--- src/rtl/fwgpio_irq_if.sv ---
// Register-bus bundle for fwgpio_irq: word address, line-wide data, valid/ready handshake.
// The master holds rt_valid until it sees the one-cycle rt_ready pulse.
interface fwgpio_irq_if #(
    parameter int ADR_W = 7
);
    logic [ADR_W-1:0] rt_adr;
    logic [31:0]      rt_dat_w;
    logic [31:0]      rt_dat_r;
    logic             rt_valid;
    logic             rt_we;
    logic             rt_ready;

    modport master (
        output rt_adr, rt_dat_w, rt_valid, rt_we,
        input  rt_dat_r, rt_ready
    );

    modport slave (
        input  rt_adr, rt_dat_w, rt_valid, rt_we,
        output rt_dat_r, rt_ready
    );
endinterface

--- src/rtl/fwgpio_irq.sv ---
// GPIO block with per-pin peripheral-bank muxing, synchronised inputs, word-wide and set/clear
// output access, and per-pin edge/level interrupts merged onto one irq line.
module fwgpio_irq #(
    parameter int N_PINS      = 32,
    parameter int N_BANKS     = 2,
    parameter int SYNC_STAGES = 2,
    parameter int ADR_W       = 7
) (
    input  logic                      clock,
    input  logic                      reset,
    fwgpio_irq_if.slave               rt,
    input  logic [N_BANKS*N_PINS-1:0] banks_o,
    input  logic [N_BANKS*N_PINS-1:0] banks_oe,
    output logic [N_BANKS*N_PINS-1:0] banks_i,
    output logic [N_PINS-1:0]         pin_o,
    output logic [N_PINS-1:0]         pin_oe,
    input  logic [N_PINS-1:0]         pin_i,
    output logic                      irq
);

    localparam int PW = ADR_W - 1;

    typedef enum logic {S_IDLE, S_BUSY} state_e;

    typedef enum logic [2:0] {
        R_OUT      = 3'd0,
        R_OE       = 3'd1,
        R_IN       = 3'd2,
        R_IRQ_EN   = 3'd3,
        R_IRQ_STAT = 3'd4,
        R_OUT_SET  = 3'd5,
        R_OUT_CLR  = 3'd6,
        R_PARAM    = 3'd7
    } reg_e;

    state_e                          state_q, state_d;
    logic [31:0]                     dat_r_q, dat_r_d;
    logic [N_PINS-1:0][3:0]          banksel_q, banksel_d;
    logic [N_PINS-1:0][1:0]          irq_mode_q, irq_mode_d;
    logic [N_PINS-1:0]               bank_en_q, bank_en_d;
    logic [N_PINS-1:0]               out_q, out_d;
    logic [N_PINS-1:0]               oe_q, oe_d;
    logic [N_PINS-1:0]               irq_en_q, irq_en_d;
    logic [N_PINS-1:0]               stat_q, stat_d;
    logic [SYNC_STAGES-1:0][N_PINS-1:0] sync_q;
    logic [N_PINS-1:0]               prev_q;

    logic [N_PINS-1:0] sync;
    logic [N_PINS-1:0] evt;
    logic [N_PINS-1:0] stat_clr;
    logic [31:0]       rd_word;
    logic              accept;
    logic              sel_pin;
    logic              glb_ok;
    logic [PW-1:0]     pin_adr;
    logic [2:0]        glb_idx;

    assign sel_pin = rt.rt_adr[ADR_W-1];
    assign pin_adr = rt.rt_adr[PW-1:0];
    assign glb_idx = pin_adr[2:0];
    assign glb_ok  = !sel_pin && (pin_adr[PW-1:3] == '0);
    assign accept  = (state_q == S_IDLE) && rt.rt_valid;
    assign sync    = sync_q[SYNC_STAGES-1];

    // Access FSM: accept (commit write / capture read) in IDLE, pulse ready in BUSY.
    always_comb begin
        // NOTE: every signal assigned in always_comb gets a default first, so no path leaves a latch.
        state_d = state_q;
        dat_r_d = dat_r_q;
        case (state_q)
            S_IDLE: if (accept) begin
                state_d = S_BUSY;
                dat_r_d = rt.rt_we ? 32'd0 : rd_word;
            end
            S_BUSY: state_d = S_IDLE;
            default: state_d = S_IDLE;
        endcase
    end

    assign rt.rt_ready = (state_q == S_BUSY);
    assign rt.rt_dat_r = dat_r_q;

    always_comb begin
        rd_word = '0;
        if (sel_pin) begin
            for (int p = 0; p < N_PINS; p++) begin
                if (pin_adr == PW'(p)) begin
                    rd_word[3:0]   = banksel_q[p];
                    rd_word[8]     = bank_en_q[p];
                    rd_word[9]     = out_q[p];
                    rd_word[10]    = oe_q[p];
                    rd_word[12:11] = irq_mode_q[p];
                    rd_word[13]    = irq_en_q[p];
                end
            end
        end else if (glb_ok) begin
            case (glb_idx)
                R_OUT:      rd_word[N_PINS-1:0] = out_q;
                R_OE:       rd_word[N_PINS-1:0] = oe_q;
                R_IN:       rd_word[N_PINS-1:0] = sync;
                R_IRQ_EN:   rd_word[N_PINS-1:0] = irq_en_q;
                R_IRQ_STAT: rd_word[N_PINS-1:0] = stat_q;
                R_PARAM: begin
                    rd_word[7:0]   = 8'(N_PINS);
                    rd_word[15:8]  = 8'(N_BANKS);
                    rd_word[19:16] = 4'(SYNC_STAGES);
                end
                default:    rd_word = '0;
            endcase
        end
    end

    // Register-file writes; OUT, OE and IRQ_EN are word views of the per-pin CTRL bits.
    always_comb begin
        banksel_d  = banksel_q;
        irq_mode_d = irq_mode_q;
        bank_en_d  = bank_en_q;
        out_d      = out_q;
        oe_d       = oe_q;
        irq_en_d   = irq_en_q;
        stat_clr   = '0;
        if (accept && rt.rt_we) begin
            if (sel_pin) begin
                for (int p = 0; p < N_PINS; p++) begin
                    if (pin_adr == PW'(p)) begin
                        banksel_d[p]  = rt.rt_dat_w[3:0];
                        bank_en_d[p]  = rt.rt_dat_w[8];
                        out_d[p]      = rt.rt_dat_w[9];
                        oe_d[p]       = rt.rt_dat_w[10];
                        irq_mode_d[p] = rt.rt_dat_w[12:11];
                        irq_en_d[p]   = rt.rt_dat_w[13];
                    end
                end
            end else if (glb_ok) begin
                case (glb_idx)
                    R_OUT:      out_d    = rt.rt_dat_w[N_PINS-1:0];
                    R_OE:       oe_d     = rt.rt_dat_w[N_PINS-1:0];
                    R_IRQ_EN:   irq_en_d = rt.rt_dat_w[N_PINS-1:0];
                    R_IRQ_STAT: stat_clr = rt.rt_dat_w[N_PINS-1:0];
                    R_OUT_SET:  out_d    = out_q | rt.rt_dat_w[N_PINS-1:0];
                    R_OUT_CLR:  out_d    = out_q & ~rt.rt_dat_w[N_PINS-1:0];
                    default:    stat_clr = '0;
                endcase
            end
        end
    end

    // Interrupt status: a new event in the same cycle as a W1C wins over the clear.
    always_comb begin
        evt = '0;
        for (int p = 0; p < N_PINS; p++) begin
            case (irq_mode_q[p])
                2'b00:   evt[p] = sync[p] & ~prev_q[p];
                2'b01:   evt[p] = ~sync[p] & prev_q[p];
                2'b10:   evt[p] = sync[p] ^ prev_q[p];
                default: evt[p] = sync[p];
            endcase
        end
        stat_d = (stat_q & ~stat_clr) | (evt & irq_en_q);
    end

    assign irq = |(stat_q & irq_en_q);

    // Pad mux and bank input routing; an out-of-range banksel parks the pad as an undriven input.
    always_comb begin
        pin_o   = '0;
        pin_oe  = '0;
        banks_i = '0;
        for (int p = 0; p < N_PINS; p++) begin
            if (!bank_en_q[p]) begin
                pin_o[p]  = out_q[p];
                pin_oe[p] = oe_q[p];
            end else begin
                for (int b = 0; b < N_BANKS; b++) begin
                    if (banksel_q[p] == 4'(b)) begin
                        pin_o[p]              = banks_o[N_PINS*b+p];
                        pin_oe[p]             = banks_oe[N_PINS*b+p];
                        banks_i[N_PINS*b+p]   = pin_i[p];
                    end
                end
            end
        end
    end

    always_ff @(posedge clock or negedge reset) begin
        if (!reset) begin
            state_q    <= S_IDLE;
            dat_r_q    <= '0;
            banksel_q  <= '0;
            irq_mode_q <= '0;
            bank_en_q  <= '0;
            out_q      <= '0;
            oe_q       <= '0;
            irq_en_q   <= '0;
            stat_q     <= '0;
            sync_q     <= '0;
            prev_q     <= '0;
        end else begin
            // NOTE: sequential state uses non-blocking assignments so every flop samples pre-edge values.
            state_q    <= state_d;
            dat_r_q    <= dat_r_d;
            banksel_q  <= banksel_d;
            irq_mode_q <= irq_mode_d;
            bank_en_q  <= bank_en_d;
            out_q      <= out_d;
            oe_q       <= oe_d;
            irq_en_q   <= irq_en_d;
            stat_q     <= stat_d;
            sync_q     <= {sync_q[SYNC_STAGES-2:0], pin_i};
            prev_q     <= sync;
        end
    end

endmodule

--- src/flat_wrapper.sv ---
// flat-port wrapper written by rule: the top's interface ports become plain ports
module fwgpio_irq_flat 
#(
    parameter int N_PINS      = 32,
    parameter int N_BANKS     = 2,
    parameter int SYNC_STAGES = 2,
    parameter int ADR_W       = 7
)
  (clock, reset, banks_o, banks_oe, banks_i, pin_o, pin_oe, pin_i, irq, rt_rt_adr, rt_rt_dat_w, rt_rt_valid, rt_rt_we, rt_rt_dat_r, rt_rt_ready);
  fwgpio_irq_if #(.ADR_W(ADR_W)) rt_i ();
  input  logic clock;
  input  logic reset;
  input  logic [N_BANKS*N_PINS-1:0] banks_o;
  input  logic [N_BANKS*N_PINS-1:0] banks_oe;
  output logic [N_BANKS*N_PINS-1:0] banks_i;
  output logic [N_PINS-1:0] pin_o;
  output logic [N_PINS-1:0] pin_oe;
  input  logic [N_PINS-1:0] pin_i;
  output logic irq;
  input wire logic [$bits(rt_i.rt_adr)-1:0] rt_rt_adr;
  input wire logic [$bits(rt_i.rt_dat_w)-1:0] rt_rt_dat_w;
  input wire logic [$bits(rt_i.rt_valid)-1:0] rt_rt_valid;
  input wire logic [$bits(rt_i.rt_we)-1:0] rt_rt_we;
  output wire logic [$bits(rt_i.rt_dat_r)-1:0] rt_rt_dat_r;
  output wire logic [$bits(rt_i.rt_ready)-1:0] rt_rt_ready;
  assign rt_i.rt_adr = rt_rt_adr;
  assign rt_i.rt_dat_w = rt_rt_dat_w;
  assign rt_i.rt_valid = rt_rt_valid;
  assign rt_i.rt_we = rt_rt_we;
  assign rt_rt_dat_r = rt_i.rt_dat_r;
  assign rt_rt_ready = rt_i.rt_ready;
  fwgpio_irq #(.N_PINS(N_PINS), .N_BANKS(N_BANKS), .SYNC_STAGES(SYNC_STAGES), .ADR_W(ADR_W)) u_core (.clock(clock), .reset(reset), .rt(rt_i), .banks_o(banks_o), .banks_oe(banks_oe), .banks_i(banks_i), .pin_o(pin_o), .pin_oe(pin_oe), .pin_i(pin_i), .irq(irq));
endmodule
--- config.mk ---
export PLATFORM = sky130hd
export DESIGN_NAME = fwgpio_irq_flat
export DESIGN_NICKNAME = d
export VERILOG_FILES = /design/src/rtl/fwgpio_irq_if.sv /design/src/rtl/fwgpio_irq.sv /design/src/flat_wrapper.sv
export SDC_FILE = /design/constraint.sdc
export NUM_CORES = 1
export LEC_CHECK = 0
export ABC_AREA = 1
export CORE_MARGIN = 2
export CORE_UTILIZATION = 35
export DETAILED_ROUTE_END_ITERATION = 12
export GPL_ROUTABILITY_DRIVEN = 0
export PLACE_DENSITY_LB_ADDON = 0.15
export SYNTH_ARGS = -nofsm -noshare
export SYNTH_HDL_FRONTEND = slang
export SYNTH_SLANG_ARGS = --single-unit
export TNS_END_PERCENT = 5
--- constraint.sdc ---
create_clock -name clock -period 2.8 [get_ports clock]
set_input_delay 0.28 -clock clock [delete_from_list [all_inputs] [get_ports clock]]
set_output_delay 0.28 -clock clock [all_outputs]
set_load 0.005 [all_outputs]
==> results.md, run 1 <==
| Result | This run | Unit |
|:---|:---|:---|
| Starting density of the core | 0.354 | - |
| Post-synthesis register bit count | 481 | - |
| Clock tree from TritonCTS | yes | - |
| Core region area | 74600 | um2 |
| Average cell area after synthesis | 7.39 | um2 |
| Top-count cell post-synth | sky130_fd_sc_hd__nand2_1 | - |
| Cell row count | 100 | - |
| Number of distinct library cell variants in the gate-level netlist after synthesis | 40 | - |
| Kind of critical path | primary input to flop | - |
| Largest register FFs | 128 | - |
| Max-cap violations | 0 | - |
| Worst setup slack for register-to-register paths | -0.07 | ns |
| Max-slew violation count | 0 | - |
| Relative contribution of combinational cells to total power | 0.186 | - |
| Vias | 27.5k | - |
| Number of remaining DRC errors | 0 | - |
| Number of global-route vias before repair | 26.1k | - |
| Area growth from synthesis to layout | 31.9 | % |
| Minimum clock period after layout | 2.90 | ns |
| Proportion of layout cells with a drive suffix above 1 | 0.100 | - |
| Number of warning messages in the yosys log | 0 | - |
| Cell accounting for the most synthesized area | sky130_fd_sc_hd__dfrtp_1 | - |
| Die Area | 77600 | um2 |
| Critical Path End Type | flop | - |
| Instance area after placement | 32900 | um2 |
| Overall routed net length | 114000 | um |
| Required time worst endpoint | 3.32 | ns |
| Crit path setup slack, layout | -0.0992 | ns |
| Failing checks | setup timing | - |
| Relative max-transition margin | 0.532 | - |
| Worst path cell trace | clkdlybuf4s50_1 > buf_12 > inv_2 > nand3_1 > buf_4 > nor2_1 > nand2_1 > inv_2 > a21oi_1 > nand4_1 > nand2_1 > nand4_1 > nand2_1 > nand4_1 > nor2_2 > nand4_1 > nand2_2 > nand4_1 > nor3_2 > nand4_1 > nand2_1 > nand2_1 | - |
| Status | complete, but fails checks | - |
| Async set-reset flop share out of synthesis | 1.00 | - |
| Number of gates on the worst path with buffers counted | 22 | - |
| Largest delay contributor family on the critical path | simple AND/OR/NAND/NOR gates | - |
| Post-Synthesis Net Count | 3840 | - |
| Post-Layout Inst Area | 34800 | um2 |
| GRT Util Overall | 0.288 | - |
| Io pins | 365 | - |
| Startpoint class of the critical path | primary input | - |
| Biggest registers after layout | u_core.banksel_q: 128 flops, u_core.irq_mode_q: 64 flops | - |
| Layout net count | 4374 | - |
| Maximum net fanout on the critical path | 9 | - |
| Portion of the clock cycle consumed by the worst path in the final layout | 1.04 | - |
| Post-synthesis instance total | 3573 | - |
| Setup slack after placement | -1.09 | ns |
| Summed instance area of the synthesized netlist | 26400 | um2 |
| Cts bufs inserted | 55 | - |
| Height of the die | 279 | um |
| Number of sinks on the clock net | 481 | - |
| Slowest cell delay on critical path | 0.51 | ns |
| Total gr overflow | 0 | - |
| Cell seen most often among critical-path stages | sky130_fd_sc_hd__nand4_1 | - |
| Hold path cells | 1 | - |
| Largest vdd supply drop | 0.425 | mV |
| Hold Path Sink | u_core.sync_q[4]$_DFF_PN0_ | - |
| Largest family of logic cells by synthesized area | simple AND/OR/NAND/NOR gates | - |
| Seq pwr share | 0.424 | - |
| Slew @ Worst Pin | 0.703 | ns |
| Design internal power | 13.4 | mW |
| Routed vias/inst | 5.36 | - |
| Fraction of synthesized cell area taken by the top area cell type | 0.456 | - |
| Cells taking the most area after synthesis | sky130_fd_sc_hd__dfrtp_1, sky130_fd_sc_hd__nand2_1, sky130_fd_sc_hd__o21ai_0 | - |
| Count of endpoints failing hold in the final timing report | 0 | - |
| Clock skew after layout | 0.0253 | ns |
| Startpoint of the lowest-slack register-to-register path | u_core.bank_en_q[2]$_DFFE_PN0P_ | - |
| Switching share of total power | 0.301 | - |
| Adder and majority gate portion of the synthesized area | 0.0303 | - |
| Root cell of the clock tree | sky130_fd_sc_hd__clkbuf_16 | - |
| Xor and xnor area share after synthesis | 0 | - |
| Share of synthesized area spent on multiplexers | 0 | - |
| Dominant register cell in the synthesized netlist | sky130_fd_sc_hd__dfrtp_1 | - |
| Power Dens Cells | 551 | nW/um2 |
| CP Buf/Inv Count | 5 | - |
| Pin count of the biggest net entering global routing | 76 | - |
| Portion of the post-synthesis area used by sequential elements | 0.456 | - |
| Detail-routed net length per standard cell | 22.2 | um |
| Ranking of synthesized cells by instance count | sky130_fd_sc_hd__nand2_1, sky130_fd_sc_hd__o21ai_0, sky130_fd_sc_hd__inv_1 | - |
| Net switching power of the design | 5.76 | mW |
| Post-detail-place hpwl | 85800 | um |
| Register ranked first by flip-flop count | u_core.banksel_q | - |
| Final setup fails | 3 | - |
| Level count of the clock H-tree | 2 | - |
| Share of the synthesized area in compound gates (AO/OA/AOI/OAI) | 0.189 | - |
| Leakage power | 15.9 | nW |
| Max Freq | 0.345 | GHz |
| FF-to-FF path depth | 18 | - |
| Number of synthesized flops with an enable pin | 0 | - |
| Clock latency on the worst-skew pair | 0.63 | ns |
| Die width | 279 | um |
| Post-synthesis simple-gate area fraction | 0.225 | - |
| Clock network fraction of design power | 0.390 | - |
| Clock Pin Slew Worst Setup and Hold Paths | 0.07 | ns |
| Remaining antenna violation count after routing | 0 | - |
| Number of port buffers | 364 | - |
| Reg2Reg Capture Point | u_core.rt.rt_dat_r[8]$_DFFE_PN0P_ | - |
| Setup repair after global routing missed its margin | yes | - |
| Number of antenna violations at the first check in global routing | 6 | - |
| Clock Path Buffers | 3 | - |
| Startpoint of the most critical hold path | pin_i[4] | - |
| First-pass GRT wire length | 167000 | um |
| Crit-path slowest cell | sky130_fd_sc_hd__clkdlybuf4s50_1 | - |
| DRT iter0 DRCs | 2953 | - |
| Arrival time of data at the critical path endpoint | 3.42 | ns |
| First-pass detailed-route iteration total | 6 | - |
| Type of the tightest min-delay check | primary input to flop | - |
stage by stage:
| step | TNS, ns | std cells | hold slack (ns) | power [mW] | util |
|---|---|---|---|---|---|
| after floorplan | 0 | 3573 | -0.0156 | 9.51 | - |
| after global placement | -20.17 | 5018 | 0.330 | 11.7 | 0.441 |
| after detailed placement | -20.22 | 5018 | 0.335 | 11.8 | 0.441 |
| after CTS | -0.0930 | 5118 | 0.108 | 19.2 | 0.466 |
| after global routing | -1.18 | 5119 | 0.128 | 19.9 | 0.467 |
| final | -0.221 | 5121 | 0.126 | 19.2 | 0.467 |
worst max-delay path by stage:
stage                 start                           endpoint  slack, ns
2_1_floorplan  rt_rt_adr[1]  u_core.rt.rt_dat_r[3]$_DFFE_PN0P_       0.62
3_3_place_gp   rt_rt_adr[0]  u_core.rt.rt_dat_r[8]$_DFFE_PN0P_      -1.09
3_5_place_dp   rt_rt_adr[0]  u_core.rt.rt_dat_r[8]$_DFFE_PN0P_      -1.09
4_1_cts        rt_rt_adr[1]  u_core.rt.rt_dat_r[8]$_DFFE_PN0P_      -0.09
5_1_grt        rt_rt_adr[2]  u_core.rt.rt_dat_r[8]$_DFFE_PN0P_      -0.26
6_report       rt_rt_adr[2]  u_core.rt.rt_dat_r[8]$_DFFE_PN0P_       -0.1
final cells by class:
type	count	area (um2)
well taps	969	1210
flip-flops and latches	481	12000
clock buffers	82	1640
diodes	3	7.51
multi-input cells	2401	11800
fillers	7595	39800
repair buffers	617	5810
clock inverters	17	200
inverters	551	2070
cell usage in the layout, fill, tap and decap left out, drive strengths merged, types with 14 or more instances in the layout:
master	synthesis	layout
o21ai	576	576
o211ai	14	14
o22ai	74	74
inv	546	548
or2	14	14
dfrtp	481	481
nand3	139	139
a31oi	51	51
ha	64	64
buf	22	254
clkdlybuf4s50	0	355
nor3	66	66
clkbuf	118	83
nand2	786	786
nand4	77	77
nor2	329	329
a21oi	127	127
a211oi	30	30
timing repair:
action	CTS	global route
setup endpoints to repair	8	16
setup buffers	0	0
gates resized for setup	27	14
hold buffers	1	0
hold endpoints to repair	59	0
pin swaps	3	5
worst reg2reg max path: cells and delay by family, from the launching register on:
family                 cells  cell delay [ns]
buffers and inverters      1             0.13
flip-flops                 1             0.43
AND/OR/NAND/NOR           17             2.23
power groups by stage:
stage / Combinational (mW) / Clock, mW / Sequential [mW]
floorplan: 1.56 / 0 / 7.96
global placement: 3.52 / 0 / 8.22
detailed placement: 3.53 / 0 / 8.22
CTS: 3.55 / 7.56 / 8.10
global route: 3.89 / 7.86 / 8.17
finish: 3.57 / 7.47 / 8.13
logic make-up after synthesis:
logic type      after synthesis
flops                       481
buf+inv                     691
simple gates               1422
fa+ha+maj                    64
compound gates              915
per-layer routing:
layer,part of all wire,global-route usage
met5,0.00024,0
met2,0.45,0.462
met4,0.045,0.118
met1,0.42,0.384
met3,0.088,0.0528
Note: power is estimated with default switching activity, not from simulation.
==> run 2: changes to the inputs <==
CAP_MARGIN = 20   (was not set)
==> results of run 2 <==
Final layout, timing and power as in run 1 (identical DEF).
==> run 3: changes to the inputs <==
CTS_CLUSTER_SIZE = 20   (was not set)
==> results of run 3 <==
Final layout, timing and power as in run 1 (identical DEF).
